**config.mk**
```make
export PLATFORM = sky130hd
export DESIGN_NAME = pmu_seq
export DESIGN_NICKNAME = d
export VERILOG_FILES = /design/src/rtl/pmu_seq_pkg.sv /design/src/rtl/pmu_seq_sync2.sv /design/src/rtl/pmu_seq.sv
export SDC_FILE = /design/constraint.sdc
export NUM_CORES = 1
export LEC_CHECK = 0
export CAP_MARGIN = 10
export CORE_UTILIZATION = 37
export CTS_CLUSTER_SIZE = 40
export DETAILED_ROUTE_END_ITERATION = 10
export GPL_TIMING_DRIVEN = 1
export PLACE_DENSITY = 0.66
export SLEW_MARGIN = 20
export SYNTH_ARGS = -nofsm -noshare
export SYNTH_HDL_FRONTEND = slang
export SYNTH_SLANG_ARGS = --single-unit
export TNS_END_PERCENT = 20
```
**constraint.sdc**
```tcl
create_clock -name clk -period 3.85 [get_ports clk]
set_clock_uncertainty 0.15 [all_clocks]
set_input_delay 0.77 -clock clk [delete_from_list [all_inputs] [get_ports clk]]
set_output_delay 0.77 -clock clk [all_outputs]
set_load 0.02 [all_outputs]
```
**src/rtl/pmu_seq_pkg.sv**
```systemverilog
// Shared types for the PMU power sequencer: state and fault codes,
// power-down step indices and the enable decode used by the output register.
package pmu_seq_pkg;

  typedef enum logic [3:0] {
    ST_OFF   = 4'd0,
    ST_BG    = 4'd1,
    ST_A85   = 4'd2,
    ST_D85   = 4'd3,
    ST_R25   = 4'd4,
    ST_DET   = 4'd5,
    ST_ON    = 4'd6,
    ST_DOWN  = 4'd7,
    ST_FAULT = 4'd8
  } pmu_state_e;

  typedef enum logic [2:0] {
    FLT_NONE = 3'd0,
    FLT_BG   = 3'd1,
    FLT_A85  = 3'd2,
    FLT_D85  = 3'd3,
    FLT_R25  = 3'd4,
    FLT_VD09 = 3'd5,
    FLT_VD25 = 3'd6,
    FLT_VD33 = 3'd7
  } pmu_fault_e;

  localparam logic [1:0] DN_STEP_RAIL = 2'd0;
  localparam logic [1:0] DN_STEP_D85  = 2'd1;
  localparam logic [1:0] DN_STEP_A85  = 2'd2;

  typedef struct packed {
    logic poc;
    logic vr85a;
    logic vr85d;
    logic vr25;
    logic ibias;
    logic vd09;
    logic vd25;
    logic vd33;
  } pmu_ena_t;

  // Enables accumulate along the power-up path and peel off in reverse during DOWN.
  function automatic pmu_ena_t ena_decode(pmu_state_e st, logic [1:0] step);
    pmu_ena_t e;
    e = '0;
    case (st)
      ST_BG:  e.poc = 1'b1;
      ST_A85: {e.poc, e.vr85a} = 2'b11;
      ST_D85: {e.poc, e.vr85a, e.vr85d} = 3'b111;
      ST_R25: {e.poc, e.vr85a, e.vr85d, e.vr25} = 4'b1111;
      ST_DET, ST_ON: e = '1;
      ST_DOWN: begin
        e.poc   = (step != DN_STEP_A85);
        e.vr85a = (step != DN_STEP_A85);
        e.vr85d = (step == DN_STEP_RAIL);
      end
      default: e = '0;
    endcase
    return e;
  endfunction

endpackage

```
**src/rtl/pmu_seq_sync2.sv**
```systemverilog
// Two-flop synchronizer for asynchronous analog flags, reset to 0.
module pmu_sync2 #(
  parameter int W = 1
) (
  input  logic         clk,
  input  logic         rst_n,
  input  logic [W-1:0] d_i,
  output logic [W-1:0] q_o
);

  logic [W-1:0] meta_q;
  logic [W-1:0] sync_q;

  always_ff @(posedge clk or negedge rst_n) begin
    if (!rst_n) begin
      meta_q <= '0;
      sync_q <= '0;
    end else begin
      meta_q <= d_i;
      sync_q <= meta_q;
    end
  end

  assign q_o = sync_q;

endmodule

```
**src/rtl/pmu_seq.sv**
```systemverilog
// Power-up/power-down sequencer for the PMU analog macro.
//   state | meaning
//   OFF   | all enables low, waiting for pwr_up_req
//   BG    | POC on, waiting for bandgap ready
//   A85   | analog 0.85V regulator on, waiting for its ready
//   D85   | digital 0.85V regulator on, waiting for its ready
//   R25   | 2.5V regulator on, waiting for its ready
//   DET   | bias and detectors on, settling
//   ON    | powered, detectors supervised
//   DOWN  | three timed power-down steps
//   FAULT | everything off until fault_clr
module pmu_seq
  import pmu_seq_pkg::*;
#(
  parameter int CNT_W   = 16,
  parameter int TIMEOUT = 50000,
  parameter int SETTLE  = 1000,
  parameter int DEB     = 4
) (
  input  logic       clk,
  input  logic       resetn,
  input  logic       pwr_up_req,
  input  logic       pwr_dn_req,
  input  logic       fault_clr,
  input  logic       a2d_bgrdy,
  input  logic       a2d_vr85ardy,
  input  logic       a2d_vr85drdy,
  input  logic       a2d_vr25rdy,
  input  logic       a2d_por,
  input  logic       a2d_vd09l,
  input  logic       a2d_vd25l,
  input  logic       a2d_vd33l,
  output logic       d2a_vr85aena,
  output logic       d2a_vr85dena,
  output logic       d2a_vr25ena,
  output logic       d2a_ibiasena,
  output logic       d2a_vd09ena,
  output logic       d2a_vd25ena,
  output logic       d2a_vd33ena,
  output logic       d2a_pocena,
  output logic [3:0] state,
  output logic       pwr_good,
  output logic       fault,
  output logic [2:0] fault_code
);

  localparam int DEB_W = $clog2(DEB + 1);
  localparam logic [CNT_W-1:0] TO_LAST  = CNT_W'(TIMEOUT - 1);
  localparam logic [CNT_W-1:0] SET_LAST = CNT_W'(SETTLE - 1);
  localparam logic [DEB_W-1:0] DEB_LAST = DEB_W'(DEB - 1);

  logic [7:0] a2d_s;
  logic [3:0] rdy_s;
  logic       por_s;
  logic [2:0] vd_s;

  pmu_sync2 #(.W(8)) u_sync (
    .clk   (clk),
    .rst_n (resetn),
    .d_i   ({a2d_vd33l, a2d_vd25l, a2d_vd09l, a2d_por,
             a2d_vr25rdy, a2d_vr85drdy, a2d_vr85ardy, a2d_bgrdy}),
    .q_o   (a2d_s)
  );

  assign rdy_s = a2d_s[3:0];
  assign por_s = a2d_s[4];
  assign vd_s  = a2d_s[7:5];

  pmu_state_e              state_q, state_d;
  logic [1:0]              step_q, step_d;
  logic [CNT_W-1:0]        cnt_q, cnt_d;
  logic [2:0][DEB_W-1:0]   deb_q, deb_d;
  pmu_fault_e              fault_code_q, fault_code_d;
  pmu_ena_t                ena_q;
  logic                    pwr_good_q;
  logic                    fault_q;

  logic       rdy_w;
  pmu_fault_e flt_w;
  pmu_state_e nxt_w;
  logic [2:0] trip;
  logic       timed;

  always_comb begin
    rdy_w = 1'b0;
    flt_w = FLT_NONE;
    nxt_w = ST_OFF;
    case (state_q)
      ST_BG:  begin rdy_w = rdy_s[0]; flt_w = FLT_BG;  nxt_w = ST_A85; end
      ST_A85: begin rdy_w = rdy_s[1]; flt_w = FLT_A85; nxt_w = ST_D85; end
      ST_D85: begin rdy_w = rdy_s[2]; flt_w = FLT_D85; nxt_w = ST_R25; end
      ST_R25: begin rdy_w = rdy_s[3]; flt_w = FLT_R25; nxt_w = ST_DET; end
      default: ;
    endcase
  end

  // A detector trips on its DEB-th consecutive low cycle; any high cycle restarts it.
  always_comb begin
    for (int i = 0; i < 3; i++) begin
      trip[i]  = 1'b0;
      deb_d[i] = '0;
      if (state_q == ST_ON && !vd_s[i]) begin
        trip[i]  = (deb_q[i] == DEB_LAST);
        deb_d[i] = trip[i] ? deb_q[i] : deb_q[i] + DEB_W'(1);
      end
    end
  end

  always_comb begin
    state_d      = state_q;
    step_d       = step_q;
    fault_code_d = fault_code_q;
    if (por_s) begin
      state_d      = ST_OFF;
      step_d       = DN_STEP_RAIL;
      fault_code_d = FLT_NONE;
    end else begin
      case (state_q)
        ST_OFF: begin
          if (pwr_up_req && !pwr_dn_req) state_d = ST_BG;
        end
        ST_BG, ST_A85, ST_D85, ST_R25: begin
          if (!rdy_w && cnt_q == TO_LAST) begin
            state_d      = ST_FAULT;
            fault_code_d = flt_w;
          end else if (pwr_dn_req) begin
            state_d = ST_DOWN;
            step_d  = DN_STEP_RAIL;
          end else if (rdy_w) begin
            state_d = nxt_w;
          end
        end
        ST_DET: begin
          if (pwr_dn_req) begin
            state_d = ST_DOWN;
            step_d  = DN_STEP_RAIL;
          end else if (cnt_q == SET_LAST) begin
            state_d = ST_ON;
          end
        end
        ST_ON: begin
          if (|trip) begin
            state_d      = ST_FAULT;
            fault_code_d = trip[0] ? FLT_VD09 : (trip[1] ? FLT_VD25 : FLT_VD33);
          end else if (pwr_dn_req) begin
            state_d = ST_DOWN;
            step_d  = DN_STEP_RAIL;
          end
        end
        ST_DOWN: begin
          if (cnt_q == SET_LAST) begin
            if (step_q == DN_STEP_A85) begin
              state_d = ST_OFF;
              step_d  = DN_STEP_RAIL;
            end else begin
              step_d = step_q + 2'd1;
            end
          end
        end
        ST_FAULT: begin
          if (fault_clr && !pwr_up_req) begin
            state_d      = ST_OFF;
            fault_code_d = FLT_NONE;
          end
        end
        default: state_d = ST_OFF;
      endcase
    end

    timed = (state_q inside {ST_BG, ST_A85, ST_D85, ST_R25, ST_DET, ST_DOWN});
    if (state_d != state_q || step_d != step_q || !timed) cnt_d = '0;
    else                                                  cnt_d = cnt_q + CNT_W'(1);
  end

  // Outputs are registered from the next state so they change on state entry.
  always_ff @(posedge clk or negedge resetn) begin
    if (!resetn) begin
      state_q      <= ST_OFF;
      step_q       <= DN_STEP_RAIL;
      cnt_q        <= '0;
      deb_q        <= '0;
      fault_code_q <= FLT_NONE;
      ena_q        <= '0;
      pwr_good_q   <= 1'b0;
      fault_q      <= 1'b0;
    end else begin
      state_q      <= state_d;
      step_q       <= step_d;
      cnt_q        <= cnt_d;
      deb_q        <= deb_d;
      fault_code_q <= fault_code_d;
      ena_q        <= ena_decode(state_d, step_d);
      pwr_good_q   <= (state_d == ST_ON);
      fault_q      <= (state_d == ST_FAULT);
    end
  end

  assign d2a_pocena   = ena_q.poc;
  assign d2a_vr85aena = ena_q.vr85a;
  assign d2a_vr85dena = ena_q.vr85d;
  assign d2a_vr25ena  = ena_q.vr25;
  assign d2a_ibiasena = ena_q.ibias;
  assign d2a_vd09ena  = ena_q.vd09;
  assign d2a_vd25ena  = ena_q.vd25;
  assign d2a_vd33ena  = ena_q.vd33;
  assign state        = state_q;
  assign pwr_good     = pwr_good_q;
  assign fault        = fault_q;
  assign fault_code   = fault_code_q;

endmodule

```
==> summary.txt <==
Global route
  • All-layer global routing usage: between 10% and 20%
  • Antenna violations before repair: 0
  • First-pass GRT wire length: 10.6 mm
  • Grt total ovfl: 0
  • Vias in the first global route: 2193
  • Largest net degree at the start of global routing: 36

Synthesis
  • Yosys cell types: 60
  • Synth Area in Adders: 2.92%
  • Simple-Gate Fraction of Synth Area: 24.0%
  • Main flop type after synthesis: dfrtp_1
  • Cell Area, Synth: 0.00300 mm2
  • EDFF count, synth: 0
  • Net count after synthesis: 325
  • Fraction of synthesized cell area in xor and xnor cells: 5.54%
  • Cell taking the most area after synthesis: dfrtp_1
  • Register bit total from synthesis: between 50 and 60
  • Synth async-reset ratio: 100%
  • Largest family of logic cells by synthesized area: simple AND/OR/NAND/NOR gates
  • Mean area per synthesized cell: ~9.8 um2
  • Yosys warning count: 0
  • Cells after Synth: about 310
  • Sequential-to-total area share from yosys stat: 47.5%
  • Top post-synthesis cells by area: dfrtp_1, nor2_1, ha_1, xor2_1, xnor2_1
  • Post-synthesis compound-gate area fraction: 14.8%
  • Area share of the largest cell type after synthesis: a little under half
  • Post-synthesis mux area share: under 10%

Hold path
  • Hold Crit Class: reg2reg

Timing
  • Slew Viols, Final: 0
  • Final TNS setup: 0 ns
  • Slew HR: approximately half
  • Period utilization: 84.4%
  • Slew @ Worst Pin: approximately 0.77 ns
  • RSZ-0062 raised after global routing: false
  • # setup viols final: 0
  • Final worst setup slack: roughly 0.6 ns
  • Max Freq: 308 MHz
  • Hold Fails Final Rpt: 0
  • Post-route minimum period: approximately 3.3 ns
  • Worst hold slack: 0.198 ns

Status
  • Outcome: complete, no violations

Die
  • Cell row count: 32
  • Initial Utilization: between 30% and 40%
  • Die width: 92.1 um
  • Die footprint: 0.00848 mm2
  • Die H: just over 90 um
  • Core ar.: ~0.0078 mm2
  • I/O pin count: 30

Critical path
  • Worst EP required: between 3 and 4 ns
  • CP Class: reg2reg
  • Crit. End Element: flip-flop
  • Worst-path fanout max: 16
  • Critical path launch point type: flip-flop
  • Worst endpoint data arrival time: roughly 3.4 ns

Clock tree
  • Clk buf depth: 2
  • Setup bufs post-CTS: 0
  • Htree depth: 3
  • Clk slew on worst S/H paths: 0.06 ns
  • CTS tree: built
  • Root Buffer: clkbuf_8
  • Clk sinks: 57
  • CTS Hold Bufs: 0
  • Clk_lat worst skew: 0.34 ns
  • # resized after CTS: 0
  • CTS Buf Count: 9

Finish
  • Area Growth Syn to Fin: 19.5%
  • Nets: around 360
  • Final Util: a little under half
  • Layout cell share with drive strength beyond 1: 9.41%
  • # diodes: 0

Drt
  • TritonRoute pass-1 iters: 4
  • Via density: about 5.3
  • DRC viols: 0
  • Vias: about 2300
  • Post-detailed-route count of antenna-violating nets: 0
  • Final wirelength: 6.26 mm
  • Initial drt markers: approximately 110
  • Drt wl/cell: roughly 14 um

Place
  • Hpwl dp: around 4.4 mm
  • RePlAce Congestion: 0.920
  • IO buf count: 29
  • Setup WS pre-CTS: approximately 0.53 ns

Pwr
  • Pleak: 1.51 nW
  • Peak VDD IR: roughly 160 uV
  • Pwr dens: 485 mW/mm2
  • Pwr Total: approximately 1.7 mW

Job
  • # Max-Cap Violations: 0
-- power by group --
group,switching [mW],internal (mW),leakage [nW]
clock,0.246,0.363,0.109
combinational,0.251,0.191,0.645
sequential,0.0502,0.639,0.755
total,0.547,1.19,1.51
-- synthesized netlist by cell type (all sizes together) (2+ instances only) --
cell / instances
buf: 7
mux2i: 3
a2111oi: 2
nand3b: 5
nor2: 48
nor4b: 2
o211ai: 4
and3: 4
ha: 7
and2: 3
clkbuf: 7
dfrtp: 57
xnor2: 9
a31o: 2
inv: 11
nand2: 17
o21bai: 2
nor4: 4
nor3: 5
nand4b: 3
o21a: 3
a21o: 4
xor2: 10
and4: 3
a2111o: 2
or3: 3
o211a: 2
nand4: 7
nand3: 7
or3b: 2
o21ai: 7
a21oi: 15
a31oi: 5
nand2b: 9
nor2b: 5
o2111ai: 2
-- stage by stage --
step                cell area (um2)  std cells
finish                         3590        442
global route                   3590        442
CTS                            3590        442
detailed placement             3370        426
global placement               3370        426
floorplan                      3000        305
-- flip-flops by register name (all words and copies together) (netlist names) --
register	cells
cnt_q	16
deb_q	9
u_sync.meta_q	8
u_sync.q_o	8
state	4
fault_code	3
step_q	2
d2a_ibiasena	1
d2a_pocena	1
d2a_vr25ena	1
d2a_vr85aena	1
d2a_vr85dena	1
fault	1
pwr_good	1
-- routing by layer --
layer	vias to the layer above	part of all wire (%)	wire length [um]	track usage, %
met5	-	0	0	0
met4	0	2.5	159	7.03
met3	16	6.4	400	6.05
met2	88	46	2880	24.9
met1	1094	45	2820	20.7
li1	1148	-	-	-
-- critical path, cell delays in order, from the launching register on --
cell	delay, ns
dfrtp_1	0.63
buf_4	0.25
nand4b_1	0.10
a21o_1	0.26
and4_1	0.21
a211oi_1	0.42
o21ai_1	0.24
a2111o_1	0.70
nor2_1	0.21
-- layout make-up --
cell class / count / area, um2
Multi-Input combinational cell: 223 / 1460
Inverter: 11 / 41.3
Timing Repair Buffer: 33 / 315
Clock inverter: 7 / 95.1
Sequential cell: 57 / 1430
Tap cell: 102 / 128
Clock buffer: 9 / 124
Fill cell: 758 / 4220
-- final timing paths --
path / depth (start not counted) / from / slack, ns / to
worst max register to register: 8 / state[1] / 0.60 / cnt_q[2]
min in group asynchronous: 1 / resetn / 0.35 / u_sync.meta_q[4]
worst min-delay path: 0 / u_sync.meta_q[7] / 0.20 / u_sync.q_o[7]
worst max-delay path: 8 / state[1] / 0.60 / cnt_q[2]
max in group asynchronous: 2 / resetn / 2.41 / fault_code[0]
worst min register to register: 0 / u_sync.meta_q[7] / 0.20 / u_sync.q_o[7]
-- layout by cell type (no fill, tap or decap), drive strengths merged, types with 5 or more instances in the layout --
cell type | netlist | layout
dfrtp | 57 | 57
o21ai | 7 | 7
a31oi | 5 | 5
nor2b | 5 | 5
clkbuf | 7 | 9
nand3b | 5 | 5
nor3 | 5 | 5
buf | 7 | 5
ha | 7 | 7
inv | 11 | 11
a21oi | 15 | 15
xnor2 | 9 | 9
xor2 | 10 | 10
nand3 | 7 | 7
nor2 | 48 | 48
nand4 | 7 | 7
nand2b | 9 | 9
nand2 | 17 | 17
clkdlybuf4s50 | 0 | 28
-- kinds of logic after synthesis --
group           after synthesis
fa+ha+maj                     7
simple gates                133
compound gates               60
buf+inv                      25
mux                           4
xor+xnor                     19
flops                        57
Power figures use the tool's default switching activity.
